### config.mk
export PLATFORM = sky130hd
export DESIGN_NAME = vga_frame_scheduler
export DESIGN_NICKNAME = d
export VERILOG_FILES = /design/src/rtl/vga_pkg.sv /design/src/rtl/rr_arbiter.sv /design/src/rtl/vga_frame_scheduler.sv
export SDC_FILE = /design/constraint.sdc
export NUM_CORES = 1
export LEC_CHECK = 0
export CAP_MARGIN = 25
export CORE_MARGIN = 2
export CORE_UTILIZATION = 55
export CTS_CLUSTER_SIZE = 10
export DETAILED_ROUTE_END_ITERATION = 10
export DONT_BUFFER_PORTS = 1
export PLACE_DENSITY = 0.71
export SYNTH_ARGS = -nofsm -noshare
export SYNTH_HDL_FRONTEND = slang
export SYNTH_SLANG_ARGS = --single-unit
### constraint.sdc
create_clock -name clock -period 3.6 [get_ports clock]
set_input_delay 0.72 -clock clock [delete_from_list [all_inputs] [get_ports clock]]
set_output_delay 0.72 -clock clock [all_outputs]
set_load 0.02 [all_outputs]
### src/rtl/vga_pkg.sv
// rtl/vga_pkg.sv - shared VGA frame geometry and scheduler state encoding
package vga_pkg;

  localparam int WIDTH            = 800;
  localparam int HEIGHT           = 600;
  localparam int PIXELS_PER_FRAME = WIDTH * HEIGHT;

  typedef enum logic [2:0] {
    IDLE,
    ARB,
    START,
    RELEASE,
    CAPTURE,
    ACK,
    DONE
  } state_t;

endpackage

### src/rtl/rr_arbiter.sv
// rtl/rr_arbiter.sv - combinational round-robin pick: first set req at or after pointer
module rr_arbiter #(
  parameter int NUM_REQ = 2,
  parameter int IDX_W   = $clog2(NUM_REQ)
) (
  input  logic [NUM_REQ-1:0] req,
  input  logic [IDX_W-1:0]   pointer,
  output logic [NUM_REQ-1:0] grant,
  output logic [IDX_W-1:0]   index
);

  int         sum;
  logic [IDX_W-1:0] cand;
  logic       found;

  always_comb begin
    grant = '0;
    index = '0;
    found = 1'b0;
    sum   = 0;
    cand  = '0;
    for (int i = 0; i < NUM_REQ; i++) begin
      sum = int'(pointer) + i;
      if (sum >= NUM_REQ) sum = sum - NUM_REQ;
      cand = sum[IDX_W-1:0];
      if (!found && req[cand]) begin
        found       = 1'b1;
        grant[cand] = 1'b1;
        index       = cand;
      end
    end
  end

endmodule

### src/rtl/vga_frame_scheduler.sv
// rtl/vga_frame_scheduler.sv - round-robin sharing of the VGA capture block, one frame per grant
// Optional grant-to-done watchdog: define VGA_SCHED_TIMEOUT_EN.
module vga_frame_scheduler
  import vga_pkg::*;
#(
  parameter int NUM_REQ          = 2,
  parameter int PIXELS_PER_FRAME = vga_pkg::PIXELS_PER_FRAME,
  parameter int CNT_W            = 20,
  parameter int TIMEOUT_CYCLES   = 2000000
) (
  input  logic               clock,
  input  logic               reset_n,
  input  logic [NUM_REQ-1:0] req,
  output logic [NUM_REQ-1:0] grant,
  output logic [NUM_REQ-1:0] frame_done,
  output logic               frame_error,
  output logic               busy,
  output logic [15:0]        frame_count,
  output logic [NUM_REQ-1:0] pixel_valid,
  output logic               vga_start,
  input  logic               vga_start_ack,
  input  logic               vga_done,
  output logic               vga_done_ack,
  input  logic               vga_video_valid
);

  localparam int IDX_W = $clog2(NUM_REQ);

  state_t             state, state_next;
  logic [NUM_REQ-1:0] arb_grant;
  logic [IDX_W-1:0]   arb_idx;
  logic [IDX_W-1:0]   grant_idx;
  logic [IDX_W-1:0]   rr_ptr;
  logic [CNT_W-1:0]   pix_cnt;
  logic               expired;
  logic               timed_out;

  rr_arbiter #(
    .NUM_REQ(NUM_REQ),
    .IDX_W  (IDX_W)
  ) u_arb (
    .req    (req),
    .pointer(rr_ptr),
    .grant  (arb_grant),
    .index  (arb_idx)
  );

`ifdef VGA_SCHED_TIMEOUT_EN
  logic [31:0] to_cnt;
  logic        to_fire;

  assign expired = (to_cnt >= 32'(TIMEOUT_CYCLES - 1));
  // A jump to ACK/DONE from these states only happens through the watchdog
  assign to_fire = ((state == START || state == RELEASE) &&
                    (state_next == ACK || state_next == DONE)) ||
                   (state == CAPTURE && state_next == DONE);

  always_ff @(posedge clock) begin
    if (!reset_n) begin
      to_cnt    <= '0;
      timed_out <= 1'b0;
    end else begin
      if (state == ARB) begin
        to_cnt    <= '0;
        timed_out <= 1'b0;
      end else if ((state == START || state == RELEASE || state == CAPTURE) && !expired) begin
        to_cnt <= to_cnt + 32'd1;
      end
      if (to_fire) timed_out <= 1'b1;
    end
  end
`else
  assign expired   = 1'b0;
  assign timed_out = 1'b0;
`endif

  always_ff @(posedge clock) begin
    if (!reset_n) state <= IDLE;
    else          state <= state_next;
  end

  always_comb begin
    state_next = state;
    case (state)
      IDLE:    if (|req) state_next = ARB;
      ARB:     state_next = (|req) ? START : IDLE;
      START: begin
        if (vga_start_ack) state_next = RELEASE;
        else if (expired)  state_next = vga_done ? ACK : DONE;
      end
      RELEASE: begin
        if (!vga_start_ack) begin
          if (expired) state_next = vga_done ? ACK : DONE;
          else         state_next = CAPTURE;
        end
      end
      CAPTURE: begin
        if (vga_done)     state_next = ACK;
        else if (expired) state_next = DONE;
      end
      ACK:     if (!vga_done) state_next = DONE;
      DONE:    state_next = IDLE;
      default: state_next = IDLE;
    endcase
  end

  always_ff @(posedge clock) begin
    if (!reset_n) begin
      grant       <= '0;
      grant_idx   <= '0;
      rr_ptr      <= '0;
      pix_cnt     <= '0;
      frame_count <= '0;
    end else begin
      case (state)
        ARB: begin
          grant     <= arb_grant;
          grant_idx <= arb_idx;
          pix_cnt   <= '0;
        end
        CAPTURE: begin
          if (vga_video_valid && pix_cnt != '1) pix_cnt <= pix_cnt + 1'b1;
        end
        DONE: begin
          frame_count <= frame_count + 16'd1;
          rr_ptr      <= (grant_idx == IDX_W'(NUM_REQ - 1)) ? '0 : grant_idx + 1'b1;
          grant       <= '0;
        end
        default: ;
      endcase
    end
  end

  assign busy         = (state != IDLE);
  assign vga_start    = (state == START);
  assign vga_done_ack = (state == ACK);
  assign frame_done   = (state == DONE) ? grant : '0;
  assign frame_error  = (state == DONE) &&
                        ((pix_cnt != CNT_W'(PIXELS_PER_FRAME)) || timed_out);
  // Zero-latency gate so strobes line up with the capture block's video data
  assign pixel_valid  = (state == CAPTURE) ? (grant & {NUM_REQ{vga_video_valid}}) : '0;

endmodule

## Word level (Yosys, flattened, before mapping)

Index checks and enable logic that the tools add are counted.
Widths: inputs -> output; s select.

- Add/sub/neg operators: 6
- Multiply operators: 0
- Divide/modulo/power cells: 0
- $lt $le $gt $ge: 6
- Eq/ne operators: 14
- Shift operators: 0
- Muxes and demuxes: 28
- Bitwise logic cells: 2
- Reductions and logical operators: 13

Operators by type and width:

| kind | number |
|---|---|
| $pmux 20 s2 | 1 |
| $add 20x1->20 const B | 1 |
| $mux 20 | 1 |
| $ne 20x19->1 const B | 1 |
| $ne 20x20->1 const B | 1 |
| $pmux 3 s6 | 1 |
| $add 16x1->16 const B | 1 |
| $mux 3 | 5 |
| $mux 1 | 12 |
| $mux 2 | 5 |
| $ne 2x2->1 const B | 5 |
| $eq 3x3->1 const B | 3 |
| $eq 3x2->1 const B | 2 |
| $logic_and 1x1->1 | 5 |
| $reduce_and 5->1 | 1 |
| $lt 1x2->1 const B | 2 |
| $pmux 2 s2 | 1 |
| $reduce_bool 2->1 | 2 |
| $eq 3x1->1 const B | 1 |
| $logic_not 3->1 | 1 |
| $reduce_bool 3->1 | 1 |
| $add 1x1->2 const B | 1 |
| $and 2x2->2 | 1 |
| $demux 1 s1 | 2 |
| 10 further kinds | 12 |

- Register bits: 43
- Latch bits: 0
- Bits in writable memories: 0
- Memory bits (read-only): 0
- Input bits: 7
- Logic and storage cells: 75
- Memories: 0

## Longest topological paths before layout

Gate-level depths: netlist of run 1.

- Depth in word-level cells: 10
- Gate-level depth with buffers: 8
- Depth with buffers taken out: 6

## Modules after synthesis

From an unflattened synthesis of run 1, not the netlist that was laid out.

- Cell total of the unflattened synthesis: 288
- Area, all modules: 2,290.9 µm²

Modules (own cells, without submodules):

| module | times used | cells an instance | area an instance (µm²) | sequential area each (µm²) |
|---|---|---|---|---|
| vga_frame_scheduler | 1 | 284 | 2,260.9 | 860.8 |
| rr_arbiter | 1 | 4 | 30.0 | 0.0 |

## Worst setup path before layout of run 1

Ideal clock, no wire load.

- Path kind: register -> output
- From: reg pix_cnt[6]
- To: out frame_error
- Data arrival time: 1,366 ps
- Path slack: 1,514 ps
- Stages on the path, launching flop included: 5
- Cell sequence: dfxtp_1 or4_1 nor3_1 nand4_1 o31a_1

- Word-level cells in the longest chain between the ends: 2

RTL lines:

| what | line | RTL |
|---|---|---|
| start, declared | vga_frame_scheduler.sv:34 | `logic [CNT_W-1:0] pix_cnt;` |
| start signal, assigned | vga_frame_scheduler.sv:122 | `if (vga_video_valid && pix_cnt != '1) pix_cnt <= pix_cnt + 1'b1;` |
| $ne 20x19->1 | vga_frame_scheduler.sv:139 | `((pix_cnt != CNT_W'(PIXELS_PER_FRAME)) \|\| timed_out);` |
| $logic_and 1x1->1 | vga_frame_scheduler.sv:138 | `assign frame_error = (state == DONE) &&` |
| end, declared | vga_frame_scheduler.sv:16 | `output logic frame_error,` |

Every way passes these cells.

## Worst setup path after layout of run 1

- From: reg state[2]
- To: out pixel_valid[1]

- Word-level cells in the longest chain between the ends: 2

RTL lines:

| what | line | RTL |
|---|---|---|
| start, declared | vga_frame_scheduler.sv:29 | `state_t state, state_next;` |
| start signal, assigned | vga_frame_scheduler.sv:79 | `else state <= state_next;` |
| $eq 3x3->1 | vga_frame_scheduler.sv:141 | `assign pixel_valid = (state == CAPTURE) ? (grant & {NUM_REQ{vga_video_valid}}) : '0;` |
| $mux 2 | vga_frame_scheduler.sv:141 |  |
| end, declared | vga_frame_scheduler.sv:19 | `output logic [NUM_REQ-1:0] pixel_valid,` |

Every way passes these cells.

==> results.py, run 1 <==
metrics = {
    "run_status": {
        "status": "finished clean",
    },
    "placed_design": {
        "portBuffers": 0,
        "place_congestion": 0.8809,
        "dpl-instance-area_um2": 2278,
        "hpwl_um": 3414,
    },
    "synthesis": {
        "ys.flop_type": "dfxtp_1",
        "yosysTopAreaCellShare_pct": 37.99,
        "synth_nets": 282,
        "yosysWarnings": 0,
        "syn_area_um2": 2266,
        "avgSynthCellArea_um2": 8.331,
        "ys_types": 53,
        "synth_cells": 272,
        "synthTopCellsByArea": "dfxtp_1 (38%), nor2_1 (5.3%), nand3_1 (4.2%)",
        "ys_seq_area_share_pct": 37.99,
        "ys_ff_latch": 43,
        "synth_edf_count": 0,
        "async_flop_share_pct": 0,
        "yosys.area.top_type": "dfxtp_1",
    },
    "layout": {
        "area_delta_synth_final_pct": 3.755,
        "final_common_cell": "dfxtp_1",
        "stdcell_area_um2": 2351,
        "layout_common_cells": "dfxtp_1 (43), nor2_1 (32), nand2_1 (24), nand3_1 (19), o21ai_0 (13)",
        "seqCellArea_um2": 860.8,
        "fin_nets": 277,
        "multi_input_area_um2": 1329,
        "diodes": 0,
        "fill_cells": 379,
        "drive_gt1_share_pct": 6.767,
    },
    "die": {
        "chipWidth_um": 68.19,
        "core_area_um2": 3971,
        "start_util_pct": 57.06,
        "ioPinCount": 33,
        "die_area_um2": 4649,
        "die_h_um": 68.19,
        "rows": 23,
    },
    "grt": {
        "grtUsageTotal_pct": 23.60,
        "grt_pass1_vias": 1756,
        "grt-ovfl-total": 0,
        "grt_pass1_wl_um": 8238,
        "grt_max_degree": 26,
        "grt_antenna_before_repair": 0,
    },
    "clock_network": {
        "h-tree-depth": 2,
        "cts.clk_slew.worst_paths_ps": 80,
        "numClockSinks": 43,
        "clockRootBuffer": "clkbuf_8",
        "clk_latency_ps": 300,
        "cts_buffers": 5,
        "clk_path_buf_depth": 2,
        "cts_tree": "yes",
        "postCtsHoldBufs": 0,
        "cts_setup_buffers": 0,
        "ctsResizeCount": 0,
    },
    "pwr": {
        "power.leakage_uw": 0.0008039,
        "design_power_total_uw": 839.1,
        "max-vdd-ir-drop_v": 0.0002588,
        "powerDensity_nw_per_um2": 356.9,
    },
    "critical_path": {
        "worstPathRequired_ps": 2880,
        "endpoint_kind": "primary output",
        "cp-start-kind": "register",
        "path_class": "reg -> out",
        "cp_data_arrival_time_ps": 1850,
        "cp_max_fo": 18,
    },
    "sta": {
        "setup_viol": 0,
        "fin_worst_skew_ps": 9.733,
        "hold_viol": 0,
        "fin_setup_tns_ps": 0,
        "slew_headroom_pct": 50.04,
        "slew_viol_final": 0,
        "post-route-min-period_ps": 2569,
        "period_share_pct": 71.36,
        "rsz0062_at_grt": "false",
        "tightest_slew_ps": 748.7,
        "max_clock_freq_ghz": 0.3893,
    },
    "route": {
        "vias": 1962,
        "ant_nets": 0,
        "drt-initial-drc-count": 234,
        "wl_per_cell_um": 15.70,
        "firstDrtPassIters": 4,
        "drcViolationCount": 0,
        "viasPerCell": 6.209,
        "finalWirelength_um": 4960,
    },
    "min_path": {
        "min_path_type": "reg -> reg",
    },
    "flow_run": {
        "maxCapViolCount": 0,
    },
}
==> worst max-delay path, cell delays in order (launching register included) <==
cell     delay (ps)
dfxtp_1         480
nor3b_4         700
and3_1          380
==> cells in the mapped netlist (2+ instances only) <==
| master | n |
|---|---|
| a211oi_1 | 2 |
| a21oi_1 | 12 |
| a311oi_1 | 5 |
| a31oi_1 | 4 |
| a32o_1 | 3 |
| and2_1 | 5 |
| and3_1 | 9 |
| and4_1 | 2 |
| buf_2 | 7 |
| clkbuf_1 | 6 |
| dfxtp_1 | 43 |
| ha_1 | 3 |
| inv_1 | 4 |
| mux2i_1 | 3 |
| nand2_1 | 24 |
| nand2_2 | 2 |
| nand2b_1 | 3 |
| nand3_1 | 19 |
| nand4_1 | 9 |
| nor2_1 | 32 |
| nor2b_1 | 3 |
| nor3_1 | 10 |
| nor4_1 | 2 |
| nor4_4 | 2 |
| o21ai_0 | 13 |
| o22ai_1 | 3 |
| or4_1 | 3 |
| xnor2_1 | 7 |
| xor2_1 | 8 |
==> final timing paths <==
check | depth (start not counted) | start | slack [ps] | endpoint
max reg2reg | 5 | state[2] | 1210 | pix_cnt[11]
min | 1 | grant_idx | 420 | rr_ptr
min reg2reg | 1 | grant_idx | 420 | rr_ptr
max | 2 | state[2] | 1030 | pixel_valid[1]
==> layout make-up <==
type	count	share of cell area, %
Tap cell	50	2.661
Clock buffer	6	3.087
Multi-Input combinational cell	211	56.52
Timing Repair Buffer	1	0.3193
Inverter	5	0.7983
Sequential cell	43	36.62
==> state kept, by name, indices dropped and copies added, names as in the netlist <==
signal / cells
state: 3
grant: 2
pix_cnt: 20
grant_idx: 1
rr_ptr: 1
frame_count: 16
==> cell families after synthesis <==
| family | Yosys count | synth area share, % |
|---|---|---|
| AO/OA/AOI/OAI | 52 | 15.90 |
| XOR/XNOR | 15 | 5.798 |
| adder cells (fa/ha/maj) | 3 | 1.657 |
| buffers and inverters | 18 | 3.368 |
| flip-flops | 43 | 37.99 |
| multiplexers | 3 | 1.325 |
| AND/OR/NAND/NOR | 138 | 33.96 |
==> stage by stage <==
step | std cells | utilization (%) | hold slack, ps | setup WS, ps
floorplan | 272 | - | 414.3 | 1514
global placement | 310 | 57.37 | 428.3 | 1297
detailed placement | 310 | 57.37 | 431.1 | 1258
CTS | 316 | 59.20 | 432.6 | 1034
global route | 316 | 59.20 | 449.3 | 941.3
finish | 316 | 59.20 | 424.8 | 1031
==> power by group <==
part           total (uW)  switching [uW]  internal [uW]
registers             494            12.9            481
logic                61.7            41.1           20.6
clock network         284             154            129
total                 839             208            631
==> metal layers <==
layer | GRT usage, % | vias up | part of all wire (%)
li1 | - | 984 | -
met1 | 30.16 | 898 | 47
met2 | 37.99 | 70 | 45
met3 | 6.908 | 10 | 6.0
met4 | 8.000 | 0 | 1.8
met5 | 0 | - | 0
No activity file was read; power rests on OpenSTA's default activity.
==> run 2, diff against run 1 <==
--- a/config.mk
+++ b/config.mk
@@ -11,7 +11,7 @@
 export CTS_CLUSTER_SIZE = 10
 export DETAILED_ROUTE_END_ITERATION = 10
 export DONT_BUFFER_PORTS = 1
-export PLACE_DENSITY = 0.71
+export PLACE_DENSITY = 0.74
 export SYNTH_ARGS = -nofsm -noshare
 export SYNTH_HDL_FRONTEND = slang
 export SYNTH_SLANG_ARGS = --single-unit
==> constraint.sdc (replaced) <==
create_clock -name clock -period 2.2 [get_ports clock]
set_input_delay 0.44 -clock clock [delete_from_list [all_inputs] [get_ports clock]]
set_output_delay 0.44 -clock clock [all_outputs]
set_load 0.02 [all_outputs]
==> results.py, run 2 (same netlist as run 1, synthesis figures left out) <==
metrics = {
    "route": {
        "wl_per_cell_um": 15.48,
        "vias": 2005,
        "viasPerCell": 6.057,
        "drcViolationCount": 0,
        "firstDrtPassIters": 4,
        "ant_nets": 0,
        "finalWirelength_um": 5123,
        "drt-initial-drc-count": 157,
    },
    "pwr": {
        "swShare_pct": 26.77,
        "intPower_uw": 1057,
        "p_sw_uw": 386.3,
        "max-vdd-ir-drop_v": 0.0004268,
        "power.leakage_uw": 0.0008790,
        "combinationalPowerShare_pct": 7.8,
        "clockPowerShare_pct": 36.3,
        "pwr-share-seq_pct": 55.9,
        "design_power_total_uw": 1443,
        "powerDensity_nw_per_um2": 579.3,
    },
    "grt": {
        "grt_pass1_wl_um": 8266,
        "grt-ovfl-total": 0,
        "grt_antenna_before_repair": 0,
        "grtUsageTotal_pct": 24.02,
        "grt_max_degree": 23,
        "grt_pass1_vias": 1803,
    },
    "layout": {
        "fin_nets": 290,
        "fill_cells": 338,
        "final_common_cell": "dfxtp_1",
        "layout_common_cells": "dfxtp_1 (39), nor2_1 (32), nand2_1 (24), nand3_1 (19), buf_4 (14)",
        "largestRegisters": "pix_cnt (20), frame_count (16), state (3)",
        "area_delta_synth_final_pct": 9.939,
        "diodes": 0,
        "seqCellArea_um2": 868.3,
        "top_register": "pix_cnt",
        "drive_gt1_share_pct": 14.59,
        "multi_input_area_um2": 1344,
        "largest_register_ffs": 20,
    },
    "clock_network": {
        "cts_tree": "yes",
        "cts.clk_slew.worst_paths_ps": 90,
        "clockRootBuffer": "clkbuf_8",
        "numClockSinks": 43,
        "h-tree-depth": 2,
        "clk_latency_ps": 300,
        "cts_buffers": 5,
        "clk_path_buf_depth": 2,
    },
    "sta": {
        "hold_viol": 0,
        "fin_worst_skew_ps": 9.954,
        "slew_viol_final": 0,
        "tightest_slew_ps": 516.9,
        "slew_headroom_pct": 65.54,
        "post-route-min-period_ps": 2172,
        "fin_setup_tns_ps": 0,
        "rsz0062_at_grt": "true",
        "period_share_pct": 98.71,
        "setup_viol": 0,
        "max_clock_freq_ghz": 0.4605,
    },
    "die": {
        "core_area_um2": 3971,
        "rows": 23,
        "ioPinCount": 33,
        "die_area_um2": 4649,
        "die_h_um": 68.19,
        "chipWidth_um": 68.19,
        "start_util_pct": 57.06,
    },
    "run_status": {
        "status": "finished clean",
    },
    "critical_path": {
        "cp_data_arrival_time_ps": 1730,
        "endpoint_kind": "primary output",
        "rrSetupSlack_ps": 200,
        "path_class": "reg -> out",
        "cp-start-kind": "register",
        "cp_max_fo": 2,
        "worstPathRequired_ps": 1760,
    },
    "placed_design": {
        "portBuffers": 0,
        "hpwl_um": 3608,
        "place_congestion": 0.8517,
    },
    "flow_run": {
        "maxCapViolCount": 0,
    },
    "min_path": {
        "min_path_type": "in -> reg",
    },
}
run 2: final cells by class:
cell class	count	share of cell area, %
clock inverter	3	0.9543
inverter	5	0.7534
multi-input combinational	211	53.94
timing repair buffer	14	4.219
tap	50	2.511
clock buffer	5	2.762
sequential	43	34.86
run 2: worst max-delay path, cell delays in order, from the launching register on:
cell and delay, ps:
dfxtp_2 330, or4_4 530, nor3_2 110, nand4_1 100, o31a_1 350
run 2: what timing repair did:
action                     4_1_cts  5_1_grt
pin swaps                        1        2
hold buffers                     0        0
resized for setup                6        2
setup endpoints to repair        1        6
buffers inserted                 2        0
cloned                           0        0
run 2: power groups by stage:
stage	logic (uW)	clock network (uW)	registers (uW)
final	112	524	807
after global routing	126	568	809
after CTS	112	540	806
after detailed placement	111	0	826
after global placement	111	0	826
after floorplan	99.1	0	812
run 2: worst paths after layout:
| path | startpoint | endpoint | depth (start not counted) |
|---|---|---|---|
| worst max-delay path | pix_cnt[6] | frame_error | 4 |
| worst min-delay path | reset_n | frame_count[4] | 1 |
| worst max register to register | state[0] | pix_cnt[11] | 5 |
| worst min register to register | grant_idx | rr_ptr | 1 |
run 2: per-stage QoR:
stage	instance area, um2	instances	hold WS (ps)	utilization (%)	worst slack [ps]
CTS	2484	331	241.2	62.54	-17.73
finish	2491	331	251.6	62.73	28.40
global route	2491	331	246.0	62.73	-26.61
global placement	2361	321	428.5	59.45	232.3
detailed placement	2361	321	436.2	59.45	146.3
floorplan	2266	272	414.3	-	349.4
run 2: layer usage:
metal | global-route usage (%) | vias to the layer above | routed length [um]
met2 | 38.83 | 50 | 2405
met5 | 0 | - | 0
li1 | - | 1015 | -
met4 | 8.750 | 0 | 82
met3 | 6.743 | 9 | 276
met1 | 30.46 | 931 | 2359
==> run 3, diff against run 2 <==
--- a/config.mk
+++ b/config.mk
@@ -6,12 +6,13 @@
 export NUM_CORES = 1
 export LEC_CHECK = 0
 export CAP_MARGIN = 25
+export CORE_ASPECT_RATIO = 1.4
 export CORE_MARGIN = 2
-export CORE_UTILIZATION = 55
+export CORE_UTILIZATION = 40
 export CTS_CLUSTER_SIZE = 10
 export DETAILED_ROUTE_END_ITERATION = 10
 export DONT_BUFFER_PORTS = 1
-export PLACE_DENSITY = 0.74
+export PLACE_DENSITY = 0.57
 export SYNTH_ARGS = -nofsm -noshare
 export SYNTH_HDL_FRONTEND = slang
 export SYNTH_SLANG_ARGS = --single-unit
==> results.py, run 3 (same netlist as run 1, synthesis figures left out) <==
metrics = {
    "run_status": {
        "status": "finished, violations left",
        "violations": "setup timing",
    },
    "layout": {
        "largestRegisters": "pix_cnt (20), frame_count (16), state (3)",
        "top_register": "pix_cnt",
        "area_delta_synth_final_pct": 12.76,
        "fill_cells": 553,
        "seqCellArea_um2": 869.6,
        "largest_register_ffs": 20,
        "final_common_cell": "dfxtp_1",
        "fin_nets": 295,
        "layout_common_cells": "dfxtp_1 (40), nor2_1 (32), nand2_1 (24), nand3_1 (19), buf_4 (19)",
        "stdcell_area_um2": 2555,
        "diodes": 0,
        "drive_gt1_share_pct": 15.73,
        "final_util_pct": 46.58,
        "multi_input_area_um2": 1344,
    },
    "grt": {
        "grt_pass1_wl_um": 9301,
        "grt_max_degree": 22,
        "grt-ovfl-total": 0,
        "grt_antenna_before_repair": 0,
        "grt_pass1_vias": 1910,
        "grtUsageTotal_pct": 19.23,
    },
    "sta": {
        "tightest_slew_ps": 390.4,
        "worst_hold_slack_ps": 259.0,
        "slew_headroom_pct": 73.78,
        "max_clock_freq_ghz": 0.4518,
        "fin_worst_skew_ps": 5.080,
        "rsz0062_at_grt": "true",
        "slew_viol_final": 0,
        "setup_viol": 1,
        "period_share_pct": 100.6,
        "worst_slack_ps": -13.21,
        "hold_viol": 0,
        "post-route-min-period_ps": 2213,
    },
    "critical_path": {
        "worstPathRequired_ps": 1760,
        "path_class": "reg -> out",
        "cp_data_arrival_time_ps": 1770,
        "cp-start-kind": "register",
        "cp_max_fo": 3,
        "reg2reg_depth": 7,
        "critPathBufInv": 0,
        "slowest_delay_ps": 530,
        "endpoint_kind": "primary output",
        "crit_chain": "or4_4, nor3_2, nand4_1, o31a_1",
        "slowest_stage": "or4_4",
        "reg2reg_to": "pix_cnt[19]",
        "rrSetupSlack_ps": 210,
        "reg2reg_from": "pix_cnt[0]",
        "critical-path-top-delay-family": "simple AND/OR/NAND/NOR gates",
    },
    "min_path": {
        "holdPathEnd": "pix_cnt[10]",
        "min_path_type": "in -> reg",
        "hp-start": "reset_n",
        "whs_path_depth": 1,
    },
    "route": {
        "ant_nets": 0,
        "drt-initial-drc-count": 136,
        "drcViolationCount": 0,
        "wl_met2_um": 2980,
        "vias": 2014,
        "met3_wirelength_um": 242,
        "wl_met1_um": 2290,
        "wl_per_cell_um": 15.75,
        "viasPerCell": 5.689,
        "top_layer": "met4",
        "firstDrtPassIters": 4,
        "finalWirelength_um": 5576,
    },
    "die": {
        "core_area_um2": 5485,
        "rows": 32,
        "die_h_um": 93.06,
        "start_util_pct": 41.31,
        "chipWidth_um": 67.61,
        "die_area_um2": 6291,
        "ioPinCount": 33,
    },
    "flow_run": {
        "maxCapViolCount": 0,
    },
    "pwr": {
        "power.leakage_uw": 0.0009126,
        "powerDensity_nw_per_um2": 578.4,
        "max-vdd-ir-drop_v": 0.0003145,
        "design_power_total_uw": 1478,
    },
    "clock_network": {
        "numClockSinks": 43,
        "cts.clk_slew.worst_paths_ps": 90,
        "h-tree-depth": 2,
        "clockRootBuffer": "clkbuf_8",
        "clk_path_buf_depth": 2,
        "postCtsHoldBufs": 0,
        "cts_buffers": 5,
        "clk_latency_ps": 300,
        "cts_tree": "yes",
    },
    "placed_design": {
        "hpwl_um": 4164,
        "dpl-instance-area_um2": 2414,
        "portBuffers": 0,
        "place_congestion": 0.8476,
        "pre_cts_slack_ps": 147.1,
    },
}
## run 3: cell types whose count changed in the layout (fill, tap and decap cells not counted), sizes merged
cell | previous run | this run
inv | 5 | 7
clkinvlp | 2 | 0
buf | 14 | 19
## run 3: cell type report
cell class | instances | area share [%]
timing repair buffer | 19 | 5.583
sequential | 43 | 34.04
inverter | 5 | 0.7346
clock inverter | 3 | 1.028
multi-input combinational | 211 | 52.60
clock buffer | 5 | 2.693
tap | 68 | 3.330
## run 3: power by group
group | switching (uW) | total, uW | internal (uW)
Sequential | 16.8 | 801 | 784
Combinational | 78.5 | 134 | 55.4
Clock | 307 | 543 | 236
Total | 402 | 1480 | 1080
## run 3: worst max path at each step
stage	to	slack, ps	start	depth (start not counted)
3_5_place_dp	pix_cnt[9]	150	pix_cnt[0]	6
5_1_grt	frame_error	-70	pix_cnt[6]	4
6_report	frame_error	-10	pix_cnt[6]	4
2_1_floorplan	pix_cnt[9]	350	pix_cnt[0]	6
3_3_place_gp	pix_cnt[9]	230	pix_cnt[0]	6
4_1_cts	frame_error	-40	pix_cnt[6]	4
## run 3: routing by layer
layer | vias to the layer above | GRT usage [%]
met3 | 6 | 4.452
met1 | 944 | 22.79
met5 | - | 0
li1 | 1019 | -
met2 | 45 | 32.92
met4 | 0 | 6.973
## run 3: what timing repair did
action | CTS | global route
pin swaps | 0 | 3
setup endpoints to repair | 1 | 5
hold endpoints to repair | 0 | 0
resized for setup | 2 | 6
buffers inserted | 0 | 3
## run 3: per-stage QoR
step / cells / TNS, ps
after detailed placement: 343 / 0
final: 354 / -13.21
after CTS: 351 / -38.75
after floorplan: 272 / 0
after global routing: 354 / -67.63
after global placement: 343 / 0
